==> src/rtl/mul_div_unit.sv <==
// Iterative RV32M multiply/divide unit: one bit per cycle, shift-add multiply and
// restoring divide, with a start/busy/done handshake toward the pipeline controller.
module mul_div_unit #(
    parameter int DATA_W = 32,
    parameter int OP_W   = 3
) (
    input  logic              clk,
    input  logic              reset,
    input  logic              start,
    input  logic [OP_W-1:0]   op,
    input  logic [DATA_W-1:0] operand_a,
    input  logic [DATA_W-1:0] operand_b,
    output logic              busy,
    output logic              done,
    output logic [DATA_W-1:0] result
);

    localparam int CNT_W = $clog2(DATA_W);
    localparam logic [OP_W-1:0] OP_MUL    = OP_W'(0);
    localparam logic [OP_W-1:0] OP_MULH   = OP_W'(1);
    localparam logic [OP_W-1:0] OP_MULHSU = OP_W'(2);
    localparam logic [DATA_W-1:0] INT_MIN = {1'b1, {(DATA_W-1){1'b0}}};

    typedef enum logic [1:0] {IDLE, CALC, FIN} state_t;

    state_t              state, state_next;
    logic [OP_W-1:0]     op_q;
    logic [CNT_W-1:0]    count;
    logic                neg_q;
    logic [DATA_W-1:0]   b_mag;
    // Upper half is the partial product / running remainder, lower half the
    // multiplier / dividend being shifted out.
    logic [2*DATA_W-1:0] acc;

    logic                is_div_in, a_signed_in, b_signed_in, a_neg, b_neg, neg_in;
    logic                div_zero, div_ovf, special;
    logic [DATA_W-1:0]   a_mag_in, b_mag_in, special_res;

    logic [DATA_W:0]     mul_sum, rem_shift, diff;
    logic [2*DATA_W-1:0] acc_step, prod_fix;
    logic [DATA_W-1:0]   quot_fix, rem_fix, final_res;

    // NOTE: every always_comb output gets a default first so no path can infer a latch.
    always_comb begin
        is_div_in   = op[2];
        a_signed_in = is_div_in ? ~op[0] : (op == OP_MULH || op == OP_MULHSU);
        b_signed_in = is_div_in ? ~op[0] : (op == OP_MULH);
        a_neg       = a_signed_in & operand_a[DATA_W-1];
        b_neg       = b_signed_in & operand_b[DATA_W-1];
        a_mag_in    = a_neg ? -operand_a : operand_a;
        b_mag_in    = b_neg ? -operand_b : operand_b;
        neg_in      = (is_div_in && op[1]) ? a_neg : (a_neg ^ b_neg);
        div_zero    = is_div_in && (operand_b == '0);
        div_ovf     = is_div_in && !op[0] && (operand_a == INT_MIN) && (operand_b == '1);
        special     = div_zero | div_ovf;
        if (div_zero) special_res = op[1] ? operand_a : '1;
        else          special_res = op[1] ? '0 : operand_a;
    end

    always_comb begin
        mul_sum   = {1'b0, acc[2*DATA_W-1:DATA_W]} + (acc[0] ? {1'b0, b_mag} : '0);
        rem_shift = {acc[2*DATA_W-1:DATA_W], acc[DATA_W-1]};
        diff      = rem_shift - {1'b0, b_mag};
        acc_step  = {mul_sum, acc[DATA_W-1:1]};
        if (op_q[2]) begin
            // A borrow out of the trial subtraction means the divisor did not fit.
            if (diff[DATA_W]) acc_step = {rem_shift[DATA_W-1:0], acc[DATA_W-2:0], 1'b0};
            else              acc_step = {diff[DATA_W-1:0], acc[DATA_W-2:0], 1'b1};
        end

        prod_fix = neg_q ? -acc_step : acc_step;
        quot_fix = neg_q ? -acc_step[DATA_W-1:0] : acc_step[DATA_W-1:0];
        rem_fix  = neg_q ? -acc_step[2*DATA_W-1:DATA_W] : acc_step[2*DATA_W-1:DATA_W];

        if (op_q[2])              final_res = op_q[1] ? rem_fix : quot_fix;
        else if (op_q == OP_MUL)  final_res = prod_fix[DATA_W-1:0];
        else                      final_res = prod_fix[2*DATA_W-1:DATA_W];
    end

    always_comb begin
        state_next = state;
        unique case (state)
            IDLE: if (start) state_next = special ? FIN : CALC;
            CALC: if (count == '0) state_next = FIN;
            FIN:  state_next = IDLE;
            default: state_next = IDLE;
        endcase
    end

    assign busy = (state != IDLE);
    assign done = (state == FIN);

    // NOTE: sequential state uses non-blocking assignments so all flops update from
    // the same pre-edge values.
    always_ff @(posedge clk) begin
        if (reset) state <= IDLE;
        else       state <= state_next;
    end

    always_ff @(posedge clk) begin
        if (reset) begin
            op_q   <= '0;
            count  <= '0;
            neg_q  <= 1'b0;
            b_mag  <= '0;
            acc    <= '0;
            result <= '0;
        end else begin
            unique case (state)
                IDLE: if (start) begin
                    op_q  <= op;
                    neg_q <= neg_in;
                    b_mag <= b_mag_in;
                    acc   <= {{DATA_W{1'b0}}, a_mag_in};
                    count <= CNT_W'(DATA_W-1);
                    if (special) result <= special_res;
                end
                CALC: begin
                    acc   <= acc_step;
                    count <= count - 1'b1;
                    // Result is registered on the last iteration so it is valid with done.
                    if (count == '0) result <= final_res;
                end
                default: ;
            endcase
        end
    end

endmodule

==> config.mk <==
export PLATFORM = sky130hd
export DESIGN_NAME = mul_div_unit
export DESIGN_NICKNAME = d
export VERILOG_FILES = /design/src/rtl/mul_div_unit.sv
export SDC_FILE = /design/constraint.sdc
export NUM_CORES = 1
export LEC_CHECK = 0
export CAP_MARGIN = 5
export CORE_ASPECT_RATIO = 1.25
export CORE_MARGIN = 3
export CORE_UTILIZATION = 30
export DETAILED_ROUTE_END_ITERATION = 12
export PLACE_DENSITY = 0.44
export SLEW_MARGIN = 10
export SYNTH_ARGS = -nofsm -noshare
export SYNTH_HDL_FRONTEND = slang
export SYNTH_SLANG_ARGS = --single-unit
==> constraint.sdc <==
create_clock -name clk -period 11.7 [get_ports clk]
set_input_delay 1.17 -clock clk [delete_from_list [all_inputs] [get_ports clk]]
set_output_delay 1.17 -clock clk [all_outputs]
set_load 0.01 [all_outputs]
==> results.json <==
{
  "status": "finished, final reports clean",
  "required_ns": 12.03,
  "drive_above_1_share_pct": 5.79,
  "first_pass_iters": 5,
  "grt_pass1_vias": 16104,
  "htreeDepth": 4,
  "ys_seq_elements": 139,
  "synth.avg_cell_area_um2": 7.10,
  "wl_per_cell_um": 24.5,
  "grt_pass1_wl_um": 103000,
  "io_buffers": 103,
  "fin_nets": 2305,
  "drv_slew": 0,
  "ir_drop_mv": 0.0880,
  "antenna_found_initial": 0,
  "endpoint_kind": "flip-flop",
  "ctsHoldBuffers": 0,
  "hp-class": "flip-flop to flip-flop",
  "vias_per_cell": 5.95,
  "initial_core_util_pct": 30.6,
  "grt_setup_unrepaired": "false",
  "powerDensity_nw_per_um2": 126,
  "final_util_pct": 34.9,
  "cts-root-buf": "clkbuf_16",
  "fin_setup_tns_ns": 0,
  "route.detailed.drc": 0,
  "yosys_warnings": 0,
  "insertion_delay_ns": 0.50,
  "yosysTopAreaCell": "dfxtp_1",
  "synth_cells": 2151,
  "synth_edf_count": 0,
  "syn_area_um2": 15300,
  "diodes": 0,
  "vias": 16816,
  "critPathKind": "flip-flop to flip-flop",
  "track_usage_pct": 25.1,
  "die_x_um": 208,
  "cp-start-kind": "flip-flop",
  "fill_cells": 5401,
  "clkTransAtPathRegs_ns": 0.08,
  "most-common-layout-cells": "259 x nor2_1, 210 x nand2_1, 154 x a21oi_1, 137 x dfxtp_1, 133 x o21ai_0",
  "min_period_ns": 6.54,
  "clock_path_buffers": 2,
  "ys_types": 95,
  "netlist.area_leader.share_pct": 18.2,
  "syn_nets": 2294,
  "synth-async-reset-ratio_pct": 0,
  "synth_flop_cell": "dfxtp_1",
  "cts_setup_buffers": 0,
  "coreArea_um2": 49900,
  "dieArea_um2": 53700,
  "ys_top_cells_by_area": "dfxtp_1 18%, nor2_1 6.4%, ha_1 5.8%",
  "cts_buffers": 17,
  "finalSetupViolCount": 0,
  "grt_max_degree": 76,
  "gp_congestion": 0.934,
  "fmax_mhz": 153,
  "critical_path_peak_fanout": 21,
  "die_h_um": 258,
  "yosysSeqAreaShare_pct": 18.2,
  "area_growth_pct": 14.1,
  "ant_nets": 0,
  "finalHoldViolCount": 0,
  "slew_headroom_pct": 30.8,
  "row_count": 91,
  "tightestPinTransition_ns": 1.03,
  "fin_total_pwr_w": 0.00220,
  "detail_route.wirelength_um": 69300,
  "gr-total-overflow": 0,
  "reg2reg_slack_ns": 5.16,
  "tritoncts": "built",
  "fin_skew_ns": 0.0162,
  "finalCritPeriodShare_pct": 55.9,
  "io_pins": 104,
  "dp_hpwl_um": 53600,
  "final_common_cell": "nor2_1",
  "drt_iter0_drc": 1345,
  "p_leak_nw": 6.64,
  "drv_cap": 0,
  "cts_resized": 0,
  "cp.arrival_ns": 6.87,
  "numClockSinks": 139
}
-- routing by layer --
metal	global-route usage [%]	vias to the layer above	wire, µm
met3	3.45	126	3240
met2	43.0	541	33500
met4	13.6	0	3860
li1	-	7949	-
met5	0	-	0
met1	30.5	8200	28700
-- worst max-delay path, stage by stage (launching register included) --
cell and delay (ns):
dfxtp_1 0.47, inv_1 0.10, ha_1 0.23, fa_1 0.42
nor2b_1 0.23, o31a_2 0.23, o21ai_4 0.11, o31ai_4 0.34
a41oi_2 0.20, buf_4 0.27, xnor2_2 0.65, buf_4 0.36
nand2_1 0.08, a31oi_1 0.48, inv_1 0.09, ha_1 0.26
inv_1 0.12, a31oi_1 0.06, o211ai_1 0.20, o21ai_0 0.18
xor2_1 0.19, nor2_1 0.07, a2111oi_0 0.85, a2111oi_0 0.16
-- area by class of cell --
class | instances | area (µm²) | area share (%)
multi-input combinational | 1803 | 11700 | 67.1
sequential | 139 | 2790 | 16.0
timing repair buffer | 130 | 1230 | 7.06
tap | 651 | 815 | 4.67
clock buffer | 17 | 425 | 2.44
inverter | 71 | 267 | 1.53
clock inverter | 15 | 200 | 1.15
-- path summary, 6_finish.rpt --
check,startpoint,to,cells after the start
worst max-delay path,acc[31],result[10],23
worst min-delay path,result[3],result[3],2
worst max register to register,acc[31],result[10],23
worst min register to register,result[3],result[3],2
-- stage by stage --
step	hold slack (ns)	area (µm²)	worst slack, ns	std cells
2_1_floorplan	0.440	15300	6.46	2151
6_report	0.463	17400	5.16	2826
4_1_cts	0.468	17400	5.28	2826
3_3_place_gp	0.456	16800	4.95	2794
5_1_grt	0.493	17400	4.82	2826
3_5_place_dp	0.457	16800	4.85	2794
-- cell usage after synthesis, types with 14 or more instances --
| library cell | number |
|---|---|
| a22oi_1 | 33 |
| inv_1 | 70 |
| or2_2 | 14 |
| clkbuf_1 | 111 |
| o21a_1 | 21 |
| a222oi_1 | 15 |
| nand2_1 | 210 |
| dfxtp_1 | 139 |
| nor2_1 | 259 |
| o211ai_1 | 26 |
| a31oi_1 | 34 |
| a221oi_1 | 25 |
| mux2i_1 | 49 |
| nand2b_1 | 20 |
| buf_1 | 15 |
| o31ai_1 | 25 |
| nand3_1 | 51 |
| or3_1 | 25 |
| maj3_1 | 14 |
| nor4_1 | 19 |
| xor2_1 | 83 |
| o22ai_1 | 16 |
| and2_1 | 44 |
| nor3_1 | 57 |
| mux2_2 | 20 |
| ha_1 | 71 |
| xnor2_1 | 85 |
| a211oi_1 | 45 |
| o21ai_0 | 133 |
| a21o_1 | 27 |
| a21oi_1 | 154 |
| nand4_1 | 28 |
-- cell families after synthesis --
| logic type | Yosys count | synth area share (%) |
|---|---|---|
| adder cells (fa/ha/maj) | 87 | 6.99 |
| flip-flops | 139 | 18.2 |
| AND/OR/NAND/NOR | 796 | 24.8 |
| buffers and inverters | 209 | 5.33 |
| XOR/XNOR | 170 | 9.84 |
| multiplexers | 70 | 4.83 |
| AO/OA/AOI/OAI | 680 | 30.0 |
-- flip-flops by register name, indices dropped and copies added, names as in the netlist --
signal  cells
acc        64
b_mag      32
count       5
neg_q       1
op_q        3
result     32
state       2
-- power by group --
part           switching [W]  internal (W)
Clock               0.000269      0.000343
Sequential         0.0000700      0.000519
Combinational       0.000650      0.000353
Total               0.000989       0.00122
(Power assumes the default switching activity.)
==> RTL change, RTL diff (same settings) <==
Register the output `done`, with the module's reset; this adds one clock of latency there. The other outputs are not delayed to match. Comments in the files are not updated.
--- a/src/rtl/mul_div_unit.sv
+++ b/src/rtl/mul_div_unit.sv
@@ -89,5 +89,11 @@
 
     assign busy = (state != IDLE);
-    assign done = (state == FIN);
+    always_ff @(posedge clk) begin
+        if (reset) begin
+            done <= '0;
+        end else begin
+            done <= (state == FIN);
+        end
+    end
 
     // NOTE: sequential state uses non-blocking assignments so all flops update from
Behaviour: not the same (a bounded check fails within 4 cycles, from zero or initial values and one cycle with reset high).
==> RTL change against the original RTL <==
  * Critical endpoint is now result[26]$_SDFFE_PP0P_
  * Maximum frequency increased by 17%
  * Synthesized cell count increased by 2.0%
  * Critical path depth decreased by 5
  * Wire length increased by 2.0%
  * Sequential cell count increased by 1
  * Global-route usage increased by 0.54 points
  * Clock skew decreased by 2.3 ps
  * Setup slack improved by 950 ps
  * Die area increased by 0.15%
  * Total power decreased by 8.4%
  * Sequential power decreased by 3.7%
  * Final area increased by 0.12%
  * Synthesized area increased by 0.16%
==> RTL change: results (changes against the original RTL) <==
{| class="wikitable"
! Metric !! Value
|-
| Outcome || completed
|-
| Unique cell type count in the Yosys netlist || 96 (+1.1%)
|-
| Worst min-delay path startpoint || result[6]$_SDFFE_PP0P_
|-
| Final-stage net count || 2350 (+2.0%)
|-
| Proportion of synthesized flip-flops having asynchronous set or reset || 0% (unchanged)
|-
| Pre-CTS WS || 5740 ps (+887 ps)
|-
| Vias per inst || 5.90 (-0.93%)
|-
| Met1 track demand over resource || 30.0% (-0.45 points)
|-
| Fraction of layout instances using a drive strength above 1 || 6.13% (+0.33 points)
|-
| Number of design-rule violations left by the first detailed-router iteration || 1413 (+5.1%)
|-
| Crit-path max cell delay || 640 ps (-210 ps)
|-
| Clock latency of the later-clocked register in the worst-skew pair || 500 ps (about the same)
|-
| Worst-path fanout max || 31 (+48%)
|-
| Clk_skew || 13.9 ps (-2.26 ps)
|-
| Maximum number of pins on one net before global-route repair || 93 (+22%)
|-
| Int Power || 0.00115 W (-5.8%)
|-
| Global-route wire length before repair || 105 mm (+1.7%)
|-
| Relative contribution of sequential cells to total power || 28.1% (+1.4 points)
|-
| Sequential cell area fraction in the yosys report || 18.3% (+0.10 points)
|-
| GRT met3 Usage || 2.89% (-0.56 points)
|-
| Number of nets produced by synthesis || 2336 (+1.8%)
|-
| Beginning of the worst register-to-register path || acc[0]$_SDFFE_PP0P_
|-
| 1st-pass router iterations || 6 (+1)
|-
| Internal reg-to-reg setup slack || 6110 ps (+950 ps)
|-
| Filler cells || 5436 (+0.65%)
|-
| Most area-consuming cells after synthesis || sky130_fd_sc_hd__dfxtp_1, sky130_fd_sc_hd__nor2_1, sky130_fd_sc_hd__a21oi_1
|-
| Worst vdd rail ir drop || 0.000116 V (+32%)
|-
| CP Data Arrival Time || 5930 ps (-940 ps)
|-
| Worst hold slack || 474 ps (+10.8 ps)
|-
| Destination of the worst register-to-register timing path || result[26]$_SDFFE_PP0P_
|-
| Number of H-tree levels || 4 (unchanged)
|-
| Worst Reg2Reg Path Length in Cells || 18 (-22%)
|-
| Detailed placer's ending HPWL || 55.0 mm (+2.5%)
|-
| Met2 Resource Use GR || 45.0% (+2.0 points)
|-
| Final weighted congestion in routability-driven placement || 0.914 (-2.1%)
|-
| End point of the worst hold path || result[6]$_SDFFE_PP0P_
|-
| Path type of the worst min-delay path || reg2reg
|-
| GRT Util Overall || 25.6% (+0.54 points)
|-
| Static leakage || 6.43 nW (-3.1%)
|-
| Library cell contributing the largest single delay on the critical path || sky130_fd_sc_hd__a21oi_1
|-
| Worst setup path start || acc[0]$_SDFFE_PP0P_
|-
| Total Routed Length || 70.7 mm (+2.0%)
|-
| Clock Root Buffer || sky130_fd_sc_hd__clkbuf_16
|-
| Final critical-path share of the clock period || 47.8% (-8.1 points)
|-
| Leading post-synthesis cells by instance count || sky130_fd_sc_hd__nor2_1, sky130_fd_sc_hd__nand2_1, sky130_fd_sc_hd__a21oi_1, sky130_fd_sc_hd__o21ai_0, sky130_fd_sc_hd__dfxtp_1
|}
RTL change: cell count changes in the layout (fill, tap and decap cells not counted), moves of 12 or more:
| cell | delta |
|---|---|
| sky130_fd_sc_hd__nor2_1 | +38 |
| sky130_fd_sc_hd__a21oi_1 | +36 |
| sky130_fd_sc_hd__nor3_1 | -16 |
| sky130_fd_sc_hd__maj3_1 | -14 |
| sky130_fd_sc_hd__o221ai_1 | +14 |
| sky130_fd_sc_hd__nand2_1 | +13 |
| sky130_fd_sc_hd__mux2i_1 | -12 |
RTL change: routing by layer:
layer	vias up	part of all wire [%]
met5	-	0
met4	0	6.4
met3	137	3.9
met2	532	49
met1	8180	40
li1	8082	-
RTL change: cell families after synthesis:
| family | after synthesis | share of synthesized area [%] |
|---|---|---|
| xor gates and xnor gates | 171 | 9.79 |
| AOI/OAI and AO/OA | 707 | 30.8 |
| adders and majority gates | 73 | 6.07 |
| buffers and inverters | 213 | 5.54 |
| and+or+nand+nor | 836 | 25.9 |
| DFF | 140 | 18.3 |
| muxes | 53 | 3.60 |
RTL change: through the flow:
stage	cells	total power, W	cell area [µm²]
final	2872	0.00202	17400
after global routing	2871	0.00212	17400
after CTS	2871	0.00203	17400
after detailed placement	2839	0.00141	16800
after global placement	2839	0.00142	16800
after floorplan	2193	0.00111	15300
RTL change: layout make-up:
| cell class | instances | area share (%) |
|---|---|---|
| Multi-Input combinational cell | 1840 | 66.9 |
| Tap cell | 651 | 4.67 |
| Antenna cell | 1 | 0.0143 |
| Sequential cell | 140 | 16.1 |
| Inverter | 72 | 1.55 |
| Timing Repair Buffer | 136 | 7.31 |
| Clock buffer | 19 | 2.54 |
| Clock inverter | 13 | 0.961 |
RTL change: tightest hold or removal path: cells and delay by family, from the launching register on:
family	cells	cell delay (ps)
flops	1	320
simple gates	2	100
